$ cat config.mk
export PLATFORM = sky130hd
export DESIGN_NAME = touch_region_decoder
export DESIGN_NICKNAME = d
export VERILOG_FILES = /design/src/rtl/touch_region_decoder.sv
export SDC_FILE = /design/constraint.sdc
export NUM_CORES = 1
export LEC_CHECK = 0
export CAP_MARGIN = 30
export CORE_UTILIZATION = 64
export CTS_CLUSTER_SIZE = 40
export DETAILED_ROUTE_END_ITERATION = 16
export GPL_TIMING_DRIVEN = 0
export PLACE_DENSITY = 0.86
export SLEW_MARGIN = 20
export SYNTH_ARGS = -nofsm -noshare
export SYNTH_HDL_FRONTEND = slang
export SYNTH_SLANG_ARGS = --single-unit
$ cat constraint.sdc
create_clock -name clk -period 18.7 [get_ports clk]
set_clock_uncertainty 0.1 [all_clocks]
set_input_delay 2.805 -clock clk [delete_from_list [all_inputs] [get_ports clk]]
set_output_delay 2.805 -clock clk [all_outputs]
set_load 0.02 [all_outputs]
$ cat src/rtl/touch_region_decoder.sv
// Multi-region touch hit decoder: samples touch coordinates on one clcount phase,
// tests them against a writable rectangle table and debounces each region independently.
module touch_region_decoder #(
  parameter int         XW       = 10,
  parameter int         YW       = 9,
  parameter int         NREG     = 4,
  parameter int         DEB      = 3,
  parameter logic [1:0] CL_PHASE = 2'd1,
  parameter int         IW       = (NREG > 1) ? $clog2(NREG) : 1
) (
  input  logic            clk,
  input  logic            reset,
  input  logic            enable,
  input  logic [1:0]      clcount,
  input  logic            touch_down,
  input  logic [XW-1:0]   tor_x,
  input  logic [YW-1:0]   tor_y,
  input  logic            wr_en,
  input  logic [IW-1:0]   wr_idx,
  input  logic            wr_valid,
  input  logic [XW-1:0]   wr_x1,
  input  logic [XW-1:0]   wr_x2,
  input  logic [YW-1:0]   wr_y1,
  input  logic [YW-1:0]   wr_y2,
  output logic [NREG-1:0] pressed,
  output logic [NREG-1:0] press_pulse,
  output logic [NREG-1:0] release_pulse,
  output logic            hit_any,
  output logic [IW-1:0]   hit_idx
);

  typedef enum logic [1:0] {S_IDLE, S_ARM, S_PRESSED, S_REL} state_t;

  localparam logic [3:0] L_DEB = 4'(DEB);

  logic [NREG-1:0] r_valid;
  logic [XW-1:0]   r_x1 [NREG];
  logic [XW-1:0]   r_x2 [NREG];
  logic [YW-1:0]   r_y1 [NREG];
  logic [YW-1:0]   r_y2 [NREG];

  state_t          r_state    [NREG];
  logic [3:0]      r_cnt      [NREG];
  state_t          w_state_nx [NREG];
  logic [3:0]      w_cnt_nx   [NREG];
  logic [3:0]      w_cnt_inc  [NREG];

  logic            w_sample;
  logic [NREG-1:0] w_wr_sel;
  logic [NREG-1:0] w_inside;
  logic [NREG-1:0] w_press_nx;
  logic [NREG-1:0] w_rel_nx;
  logic [NREG-1:0] w_pressed_nx;
  logic            w_hit_any_nx;
  logic [IW-1:0]   w_hit_idx_nx;
  logic            w_found;

  logic [NREG-1:0] r_pressed;
  logic [NREG-1:0] r_press_pulse;
  logic [NREG-1:0] r_rel_pulse;
  logic            r_hit_any;
  logic [IW-1:0]   r_hit_idx;

  assign w_sample = enable && (clcount == CL_PHASE);

  always_comb begin
    w_wr_sel = '0;
    w_inside = '0;
    for (int unsigned i = 0; i < NREG; i++) begin
      w_wr_sel[i]  = wr_en && (wr_idx == IW'(i));
      w_inside[i]  = r_valid[i] && touch_down &&
                     (tor_x >= r_x1[i]) && (tor_x <= r_x2[i]) &&
                     (tor_y >= r_y1[i]) && (tor_y <= r_y2[i]);
      w_cnt_inc[i] = r_cnt[i] + 4'd1;
    end
  end

  always_ff @(posedge clk or posedge reset) begin
    if (reset) begin
      for (int unsigned i = 0; i < NREG; i++) begin
        r_valid[i] <= (i == 0);
        r_x1[i]    <= (i == 0) ? XW'(184) : '0;
        r_x2[i]    <= (i == 0) ? XW'(326) : '0;
        r_y1[i]    <= (i == 0) ? YW'(121) : '0;
        r_y2[i]    <= (i == 0) ? YW'(219) : '0;
      end
    end else begin
      for (int unsigned i = 0; i < NREG; i++) begin
        if (w_wr_sel[i]) begin
          r_valid[i] <= wr_valid;
          r_x1[i]    <= wr_x1;
          r_x2[i]    <= wr_x2;
          r_y1[i]    <= wr_y1;
          r_y2[i]    <= wr_y2;
        end
      end
    end
  end

  always_ff @(posedge clk or posedge reset) begin
    if (reset) begin
      for (int unsigned i = 0; i < NREG; i++) begin
        r_state[i] <= S_IDLE;
        r_cnt[i]   <= '0;
      end
    end else begin
      for (int unsigned i = 0; i < NREG; i++) begin
        r_state[i] <= w_state_nx[i];
        r_cnt[i]   <= w_cnt_nx[i];
      end
    end
  end

  // A write to a region overrides that region's sample in the same cycle.
  always_comb begin
    w_press_nx = '0;
    w_rel_nx   = '0;
    for (int unsigned i = 0; i < NREG; i++) begin
      w_state_nx[i] = r_state[i];
      w_cnt_nx[i]   = r_cnt[i];
      if (w_wr_sel[i]) begin
        w_state_nx[i] = S_IDLE;
        w_cnt_nx[i]   = '0;
      end else if (w_sample) begin
        unique case (r_state[i])
          S_IDLE: if (w_inside[i]) begin
            if (L_DEB == 4'd1) begin
              w_state_nx[i] = S_PRESSED;
              w_press_nx[i] = 1'b1;
            end else begin
              w_state_nx[i] = S_ARM;
              w_cnt_nx[i]   = 4'd1;
            end
          end
          S_ARM: if (w_inside[i]) begin
            if (w_cnt_inc[i] == L_DEB) begin
              w_state_nx[i] = S_PRESSED;
              w_cnt_nx[i]   = '0;
              w_press_nx[i] = 1'b1;
            end else begin
              w_cnt_nx[i]   = w_cnt_inc[i];
            end
          end else begin
            w_state_nx[i] = S_IDLE;
            w_cnt_nx[i]   = '0;
          end
          S_PRESSED: if (!w_inside[i]) begin
            if (L_DEB == 4'd1) begin
              w_state_nx[i] = S_IDLE;
              w_rel_nx[i]   = 1'b1;
            end else begin
              w_state_nx[i] = S_REL;
              w_cnt_nx[i]   = 4'd1;
            end
          end
          S_REL: if (!w_inside[i]) begin
            if (w_cnt_inc[i] == L_DEB) begin
              w_state_nx[i] = S_IDLE;
              w_cnt_nx[i]   = '0;
              w_rel_nx[i]   = 1'b1;
            end else begin
              w_cnt_nx[i]   = w_cnt_inc[i];
            end
          end else begin
            w_state_nx[i] = S_PRESSED;
            w_cnt_nx[i]   = '0;
          end
          default: begin
            w_state_nx[i] = S_IDLE;
            w_cnt_nx[i]   = '0;
          end
        endcase
      end
    end
  end

  always_comb begin
    w_pressed_nx = '0;
    w_hit_idx_nx = '0;
    w_found      = 1'b0;
    for (int unsigned i = 0; i < NREG; i++) begin
      w_pressed_nx[i] = (w_state_nx[i] == S_PRESSED) || (w_state_nx[i] == S_REL);
      if (w_pressed_nx[i] && !w_found) begin
        w_hit_idx_nx = IW'(i);
        w_found      = 1'b1;
      end
    end
    w_hit_any_nx = |w_pressed_nx;
  end

  always_ff @(posedge clk or posedge reset) begin
    if (reset) begin
      r_pressed     <= '0;
      r_press_pulse <= '0;
      r_rel_pulse   <= '0;
      r_hit_any     <= 1'b0;
      r_hit_idx     <= '0;
    end else begin
      r_pressed     <= w_pressed_nx;
      r_press_pulse <= w_press_nx;
      r_rel_pulse   <= w_rel_nx;
      r_hit_any     <= w_hit_any_nx;
      r_hit_idx     <= w_hit_idx_nx;
    end
  end

  assign pressed       = r_pressed;
  assign press_pulse   = r_press_pulse;
  assign release_pulse = r_rel_pulse;
  assign hit_any       = r_hit_any;
  assign hit_idx       = r_hit_idx;

endmodule

==> results of run 1 <==
[final timing paths]
check	end	cells after the start
max	r_cnt[7]	10
min	r_valid[0]	2
max reg2reg	r_cnt[7]	10
min reg2reg	r_valid[0]	2
max in group asynchronous	r_x1[35]	3
min in group asynchronous	pressed[0]	2
[cells by family (layout without fill, tap and decap cells)]
logic type	after synthesis	after routing	share of synthesized area (%)
and+or+nand+nor	346	346	14.11
AOI/OAI and AO/OA	284	284	14.82
DFF	195	195	42.84
buffers and inverters	191	304	6.283
adders and majority gates	160	160	17.48
muxes	42	42	4.098
xor gates and xnor gates	4	4	0.3716
[power groups by stage]
stage	Sequential (mW)	Combinational (mW)	Clock, mW
after detailed placement	0.514	0.272	0
after global placement	0.512	0.257	0
after CTS	0.507	0.278	0.378
after floorplan	0.508	0.186	0
final	0.507	0.281	0.377
after global routing	0.513	0.319	0.393
[layout make-up]
| type | instances | area, sq um | area share, % |
|---|---|---|---|
| plain buffers | 37 | 141.4 | 1.074 |
| clock buffers | 21 | 440.4 | 3.346 |
| clock inverters | 11 | 153.9 | 1.169 |
| inverters | 154 | 585.6 | 4.449 |
| multi-input cells | 836 | 5826 | 44.26 |
| flip-flops and latches | 195 | 4905 | 37.27 |
| well taps | 225 | 281.5 | 2.139 |
| repair buffers | 81 | 828.3 | 6.293 |
[routing by layer]
layer  up-vias  part of all wire (%)  global-route usage (%)
met5         -                     0                       0
met4         0                   3.7                   14.73
met3       100                   7.6                   6.135
met2       435                    47                   57.88
met1      4681                    41                   44.58
li1       4430                     -                       -
[cell usage after synthesis (18+ instances only)]
library cell	instances
a211oi_1	18
a21oi_1	54
clkbuf_1	34
dfrtp_1	175
dfstp_2	20
ha_1	160
inv_1	154
mux2_2	39
nand2_1	198
nand3_1	23
nor2_1	25
nor3_1	23
o21ai_0	137
[per-stage QoR]
step / hold slack, ns / cells / worst slack (ns) / power (mW)
2_1_floorplan: 0.3393 / 1222 / 10.52 / 0.6940
3_3_place_gp: 0.3482 / 1527 / 8.082 / 0.7683
3_5_place_dp: 0.3516 / 1528 / 12.29 / 0.7867
4_1_cts: 0.3662 / 1560 / 12.76 / 1.163
5_1_grt: 0.3829 / 1560 / 12.58 / 1.225
6_report: 0.3657 / 1560 / 12.70 / 1.166
[state kept, by name, summed over array words and instances, names as in the netlist, 8 cells and up]
register	count
r_x1	40
r_cnt	16
r_state	8
r_y2	36
r_y1	36
r_x2	40
[worst max-delay path: cells and delay by family]
kind / cells / cell delay (ns)
AOI/OAI and AO/OA: 6 / 1.66
xor gates and xnor gates: 1 / 0.38
adders and majority gates: 1 / 0.35
and+or+nand+nor: 1 / 0.21
buffers and inverters: 1 / 0.84
==> metrics.md, run 1 <==
| Metric | Value |
|---|---|
| Outcome | `complete, no violations` |
| Critical Path Source Type | `primary input` |
| Post-CTS setup buffers | `0` |
| Total GRT Usage | `34.76%` |
| First-pass iteration count of the detailed router | `7` |
| Max Slew Vio Count | `0` |
| Post-CTS resize count | `0` |
| Die Wd | `135.8 um` |
| Core area | `0.01736 sq mm` |
| Psw | `352.7 uW` |
| # fillers | `1,168` |
| WL final | `29,790 um` |
| Avg Inst Size Synth | `9.370 sq um` |
| # DRC | `0` |
| # setup viols final | `0` |
| Fmax | `166.8 MHz` |
| Share of layout cells above drive strength 1 | `8.165%` |
| Commonest non-fill, non-tap cell in the layout | `nand2_1` |
| Post-Syn Nets | `1,449` |
| Max capacitance violation total | `0` |
| Setup TNS | `0 ns` |
| Setup Crit Path Kind | `in2reg` |
| Post-synth EDFFs | `0` |
| Post-synth top flop | `dfrtp_1` |
| Via-per-instance ratio | `6.183` |
| Leak | `6.149 nW` |
| First-pass GRT wire length | `48,310 um` |
| Most frequent CP cell | `o21ai_0` |
| Vias | `9,646` |
| Port Buffers | `80` |
| Setup crit start | `tor_x[3]` |
| Critical Path Slowest Stage Cell | `clkdlybuf4s50_1` |
| Routability cong. | `0.8870` |
| Clock tree buffer depth | `2` |
| Fin area | `0.01316 sq mm` |
| CP max stage delay | `0.84 ns` |
| Largest net degree at the start of global routing | `104` |
| Tmin final | `5.997 ns` |
| Fin util | `75.83%` |
| HP Class | `reg2reg` |
| Logic pwr share | `24.1%` |
| Reg clk slew, reported paths | `0.07 ns` |
| Rel. slew slack | `45.89%` |
| Synthesis-stage register bit count | `195` |
| Int Pwr | `813.0 uW` |
| Post-synth ARST share | `100.0%` |
| Ranking of synthesized cells by area | `dfrtp_1 38%, ha_1 17%, nand2_1 6.5%` |
| Initial drt markers | `913` |
| Mapped Area | `0.01145 sq mm` |
| IO Pins | `82` |
| Post-synth top area cell | `dfrtp_1` |
| Commonest non-fill, non-tap cells in the layout | `198 x nand2_1, 175 x dfrtp_1, 160 x ha_1, 153 x inv_1, 137 x o21ai_0` |
| Peak VDD IR | `0.00007876 V` |
| Nets@finish | `1,549` |
| Die H | `135.8 um` |
| Final HPWL DP | `21,210 um` |
| Synth unique cells | `63` |
| Area growth syn-to-layout | `14.95%` |
| Clk_lat worst skew | `0.45 ns` |
| DP Area | `0.01257 sq mm` |
| Worst Path Max Fanout | `8` |
| Initial antenna violation count | `0` |
| WL/cell | `19.09 um` |
| Yosys top cell area share | `38.25%` |
| CTS Buf Count | `17` |
| Root Buffer | `clkbuf_16` |
| Share of power burned in the clock network | `32.4%` |
| Post-Synthesis Cells | `1,222` |
| CTS tree | `yes` |
| Vias in the first global route | `9,649` |
| Crit path DAT | `6.23 ns` |
| Initial core utilization | `65.97%` |
| Post-synthesis sequential area ratio | `42.84%` |
| Rows | `48` |
| PwrDens | `88.57 mW/mm^2` |
| Final Cycle Share | `32.07%` |
| Switch share | `30.26%` |
| RSZ-0062 raised after global routing | `no` |
| Flop2flop setup slack | `15.55 ns` |
| ANT cells | `0` |
| CTS Sinks | `195` |
| H-tree lvl count | `4` |
| Worst-path cell chain | `clkdlybuf4s50_1 > ha_1 > a21oi_1 > o21ai_0 > a2111oi_0 > o22a_1 > and3_1 > xor2_1 > o21ai_0 > a31o_2` |
| Yosys Warn Count | `0` |
| Hold path start | `r_valid[0]` |
| Endpoints failing hold | `0` |
| Grt ovf | `0` |
| Crit end category | `flop` |
| CP required | `18.94 ns` |
| Die area | `0.01843 sq mm` |
| Final ANT Viol Nets | `0` |
| Reg power frac | `43.5%` |
| Slew @ Worst Pin | `0.8117 ns` |
| Origin of the critical flop-to-flop path | `r_x2[15]` |
| Cts hold-fix bufs | `0` |
Power figures use the tool's default switching activity.
==> inputs of run 2 (changes only) <==
--- a/config.mk
+++ b/config.mk
@@ -6,11 +6,11 @@
 export NUM_CORES = 1
 export LEC_CHECK = 0
 export CAP_MARGIN = 30
-export CORE_UTILIZATION = 64
+export CORE_UTILIZATION = 60
 export CTS_CLUSTER_SIZE = 40
 export DETAILED_ROUTE_END_ITERATION = 16
 export GPL_TIMING_DRIVEN = 0
-export PLACE_DENSITY = 0.86
+export PLACE_DENSITY = 0.81
 export SLEW_MARGIN = 20
 export SYNTH_ARGS = -nofsm -noshare
 export SYNTH_HDL_FRONTEND = slang
==> constraint.sdc (replaced) <==
create_clock -name clk -period 6.03 [get_ports clk]
set_clock_uncertainty 0.1 [all_clocks]
set_input_delay 0.9045 -clock clk [delete_from_list [all_inputs] [get_ports clk]]
set_output_delay 0.9045 -clock clk [all_outputs]
set_load 0.02 [all_outputs]
==> run 2 against run 1 <==
  * Critical path type unchanged
  * Combinational power increased to 3.1 times the previous value
  * Clock power increased to 3.2 times the previous value
  * Sequential share of layout area decreased by 0.34 points
  * Via count down 2.7%
  * Setup slack worse by 11 ns
  * Power increased to 3.1 times the previous value
  * Clock-buffer cell count shrank 3
==> metrics.md, run 2 (synthesis gave the netlist of run 1 again) <==
| Metric | Value |
|---|---|
| H-tree lvl count | `4 (unchanged)` |
| Routability cong. | `0.8703 (was 0.8870)` |
| # fillers | `1,412 (was 1,168)` |
| Crit end category | `flop (unchanged)` |
| Setup Crit Path Kind | `in2reg (unchanged)` |
| Via-per-instance ratio | `5.963 (was 6.183)` |
| RSZ-0062 raised after global routing | `no (unchanged)` |
| Die area | `0.01964 sq mm (was 0.01843 sq mm)` |
| Vias | `9,386 (was 9,646)` |
| Setup TNS | `0 ns (unchanged)` |
| Leak | `6.207 nW (was 6.149 nW)` |
| Area growth syn-to-layout | `16.01% (was 14.95%)` |
| Post-CTS resize count | `0 (unchanged)` |
| ANT cells | `0 (unchanged)` |
| Endpoints failing hold | `0 (unchanged)` |
| # DRC | `0 (unchanged)` |
| Total GRT Usage | `32.08% (was 34.76%)` |
| WL final | `29,630 um (was 29,790 um)` |
| Final HPWL DP | `21,870 um (was 21,210 um)` |
| Die Wd | `140.1 um (was 135.8 um)` |
| Fmax | `243.6 MHz` |
| Nets@finish | `1,554 (was 1,549)` |
| Vias in the first global route | `9,346 (was 9,649)` |
| Cts hold-fix bufs | `0 (unchanged)` |
| Fin util | `71.01% (was 75.83%)` |
| PwrDens | `273.6 mW/mm^2 (was 88.57 mW/mm^2)` |
| CTS tree | `yes (unchanged)` |
| Final Cycle Share | `68.08%` |
| Post-CTS setup buffers | `0 (unchanged)` |
| Clock tree buffer depth | `2 (unchanged)` |
| Clk_lat worst skew | `0.45 ns (about the same)` |
| Initial core utilization | `61.21% (was 65.97%)` |
| # setup viols final | `0 (unchanged)` |
| Final ANT Viol Nets | `0 (unchanged)` |
| HP Class | `reg2reg (unchanged)` |
| Initial drt markers | `710 (was 913)` |
| CTS Buf Count | `17 (unchanged)` |
| IO Pins | `82 (unchanged)` |
| Crit path DAT | `4.34 ns (was 6.23 ns)` |
| Setup WS pre-CTS | `1.467 ns (was 12.29 ns)` |
| Share of layout cells above drive strength 1 | `8.731% (was 8.165%)` |
| Die H | `140.1 um (was 135.8 um)` |
| CP required | `6.26 ns (was 18.94 ns)` |
| Reg clk slew, reported paths | `0.07 ns (about the same)` |
| Initial antenna violation count | `0 (unchanged)` |
| Largest net degree at the start of global routing | `35 (was 104)` |
| Rows | `50 (was 48)` |
| Commonest non-fill, non-tap cell in the layout | `nand2_1 (unchanged)` |
| Grt ovf | `0 (unchanged)` |
| Core area | `0.01871 sq mm (was 0.01736 sq mm)` |
| Critical Path Source Type | `primary input (unchanged)` |
| Max Slew Vio Count | `0 (unchanged)` |
| Slew @ Worst Pin | `0.8799 ns (was 0.8117 ns)` |
| WL/cell | `18.82 um (was 19.09 um)` |
| Max capacitance violation total | `0 (unchanged)` |
| Commonest non-fill, non-tap cells in the layout | `198 x nand2_1, 175 x dfrtp_1, 160 x ha_1, 153 x inv_1, 137 x o21ai_0 (unchanged)` |
| Tmin final | `4.105 ns` |
| Final setup margin | `1.925 ns (was 12.70 ns)` |
| Outcome | `complete, no violations (unchanged)` |
| Peak VDD IR | `0.0002359 V (was 0.00007876 V)` |
| Top flop regs | `r_x1: 40 flops, r_x2: 40 flops (unchanged)` |
| First-pass iteration count of the detailed router | `8 (was 7)` |
| Worst Path Max Fanout | `8 (unchanged)` |
| First-pass GRT wire length | `47,890 um (was 48,310 um)` |
| CTS Sinks | `195 (unchanged)` |
| Tot Pwr | `3.634 mW (was 1.166 mW)` |
| Rel. slew slack | `41.34% (was 45.89%)` |
| Root Buffer | `clkbuf_16 (unchanged)` |
| Port Buffers | `80 (unchanged)` |
## run 2: cell types whose count changed in the layout (fill, tap and decap cells not counted), sizes merged
cell,delta
buf,+5
clkinv,+4
clkinvlp,-1
clkbuf,-3
## run 2: per-stage QoR
step	cells	hold slack, ns	instance area, sq um
floorplan	1222	0.3393	11450
global placement	1536	0.3465	12550
detailed placement	1542	0.3567	12670
CTS	1574	0.3687	13280
global route	1574	0.3857	13280
finish	1574	0.3648	13280
## run 2: final timing paths
check                           slack (ns)  startpoint   endpoint  depth (start not counted)
worst min-delay path                  0.36    r_y1[27]   r_y1[27]                          2
worst min register to register        0.36    r_y1[27]   r_y1[27]                          2
worst max register to register        2.85    r_x2[17]   r_cnt[7]                         10
min in group asynchronous             0.80       reset  r_cnt[15]                          2
worst max-delay path                  1.92    tor_x[7]   r_cnt[7]                         10
max in group asynchronous             3.97       reset   r_y2[33]                          5
## run 2: critical path, cell delays in order
cell             delay, ns
clkdlybuf4s50_1       0.80
ha_1                  0.34
a211oi_1              0.29
nor2_1                0.10
a2111oi_0             0.54
o22a_1                0.28
and3_1                0.23
xor2_1                0.34
o21ai_0               0.22
a31o_2                0.29
## run 2: area by class of cell
class	instances	area, sq um	area share [%]
clock buffers	18	429.2	3.231
repair buffers	86	928.4	6.989
clock inverters	14	178.9	1.347
multi-input cells	836	5826	43.86
well taps	234	292.8	2.204
flip-flops and latches	195	4905	36.93
plain buffers	37	141.4	1.064
inverters	154	581.8	4.380
## run 2: where the power goes
part           internal (mW)  total [mW]  switching [mW]
clock network          0.658        1.19           0.535
logic                  0.366       0.870           0.504
registers               1.50        1.57          0.0674
## run 2: per-layer routing
metal / GRT usage [%] / wire length [um]
met1: 40.63 / 12500
met2: 53.16 / 14050
met3: 7.282 / 2096
met4: 13.36 / 984
met5: 0 / 0
==> inputs of run 3 (changes only) <==
==> constraint.sdc (replaced) <==
create_clock -name clk -period 4.14 [get_ports clk]
set_clock_uncertainty 0.1 [all_clocks]
set_input_delay 0.621 -clock clk [delete_from_list [all_inputs] [get_ports clk]]
set_output_delay 0.621 -clock clk [all_outputs]
set_load 0.02 [all_outputs]
==> results of run 3 <==
The final DEF is identical to that of run 2. Status: complete, no violations.
Among the figures that moved: setup slack after placement 1.467 ns -> -0.1399 ns; setup slack after layout 1.925 ns -> 0.3181 ns; register-to-register setup slack 2.85 ns -> 0.96 ns; total power 3.634 mW -> 5.293 mW; worst IR drop on VDD 0.0002359 V -> 0.0003437 V
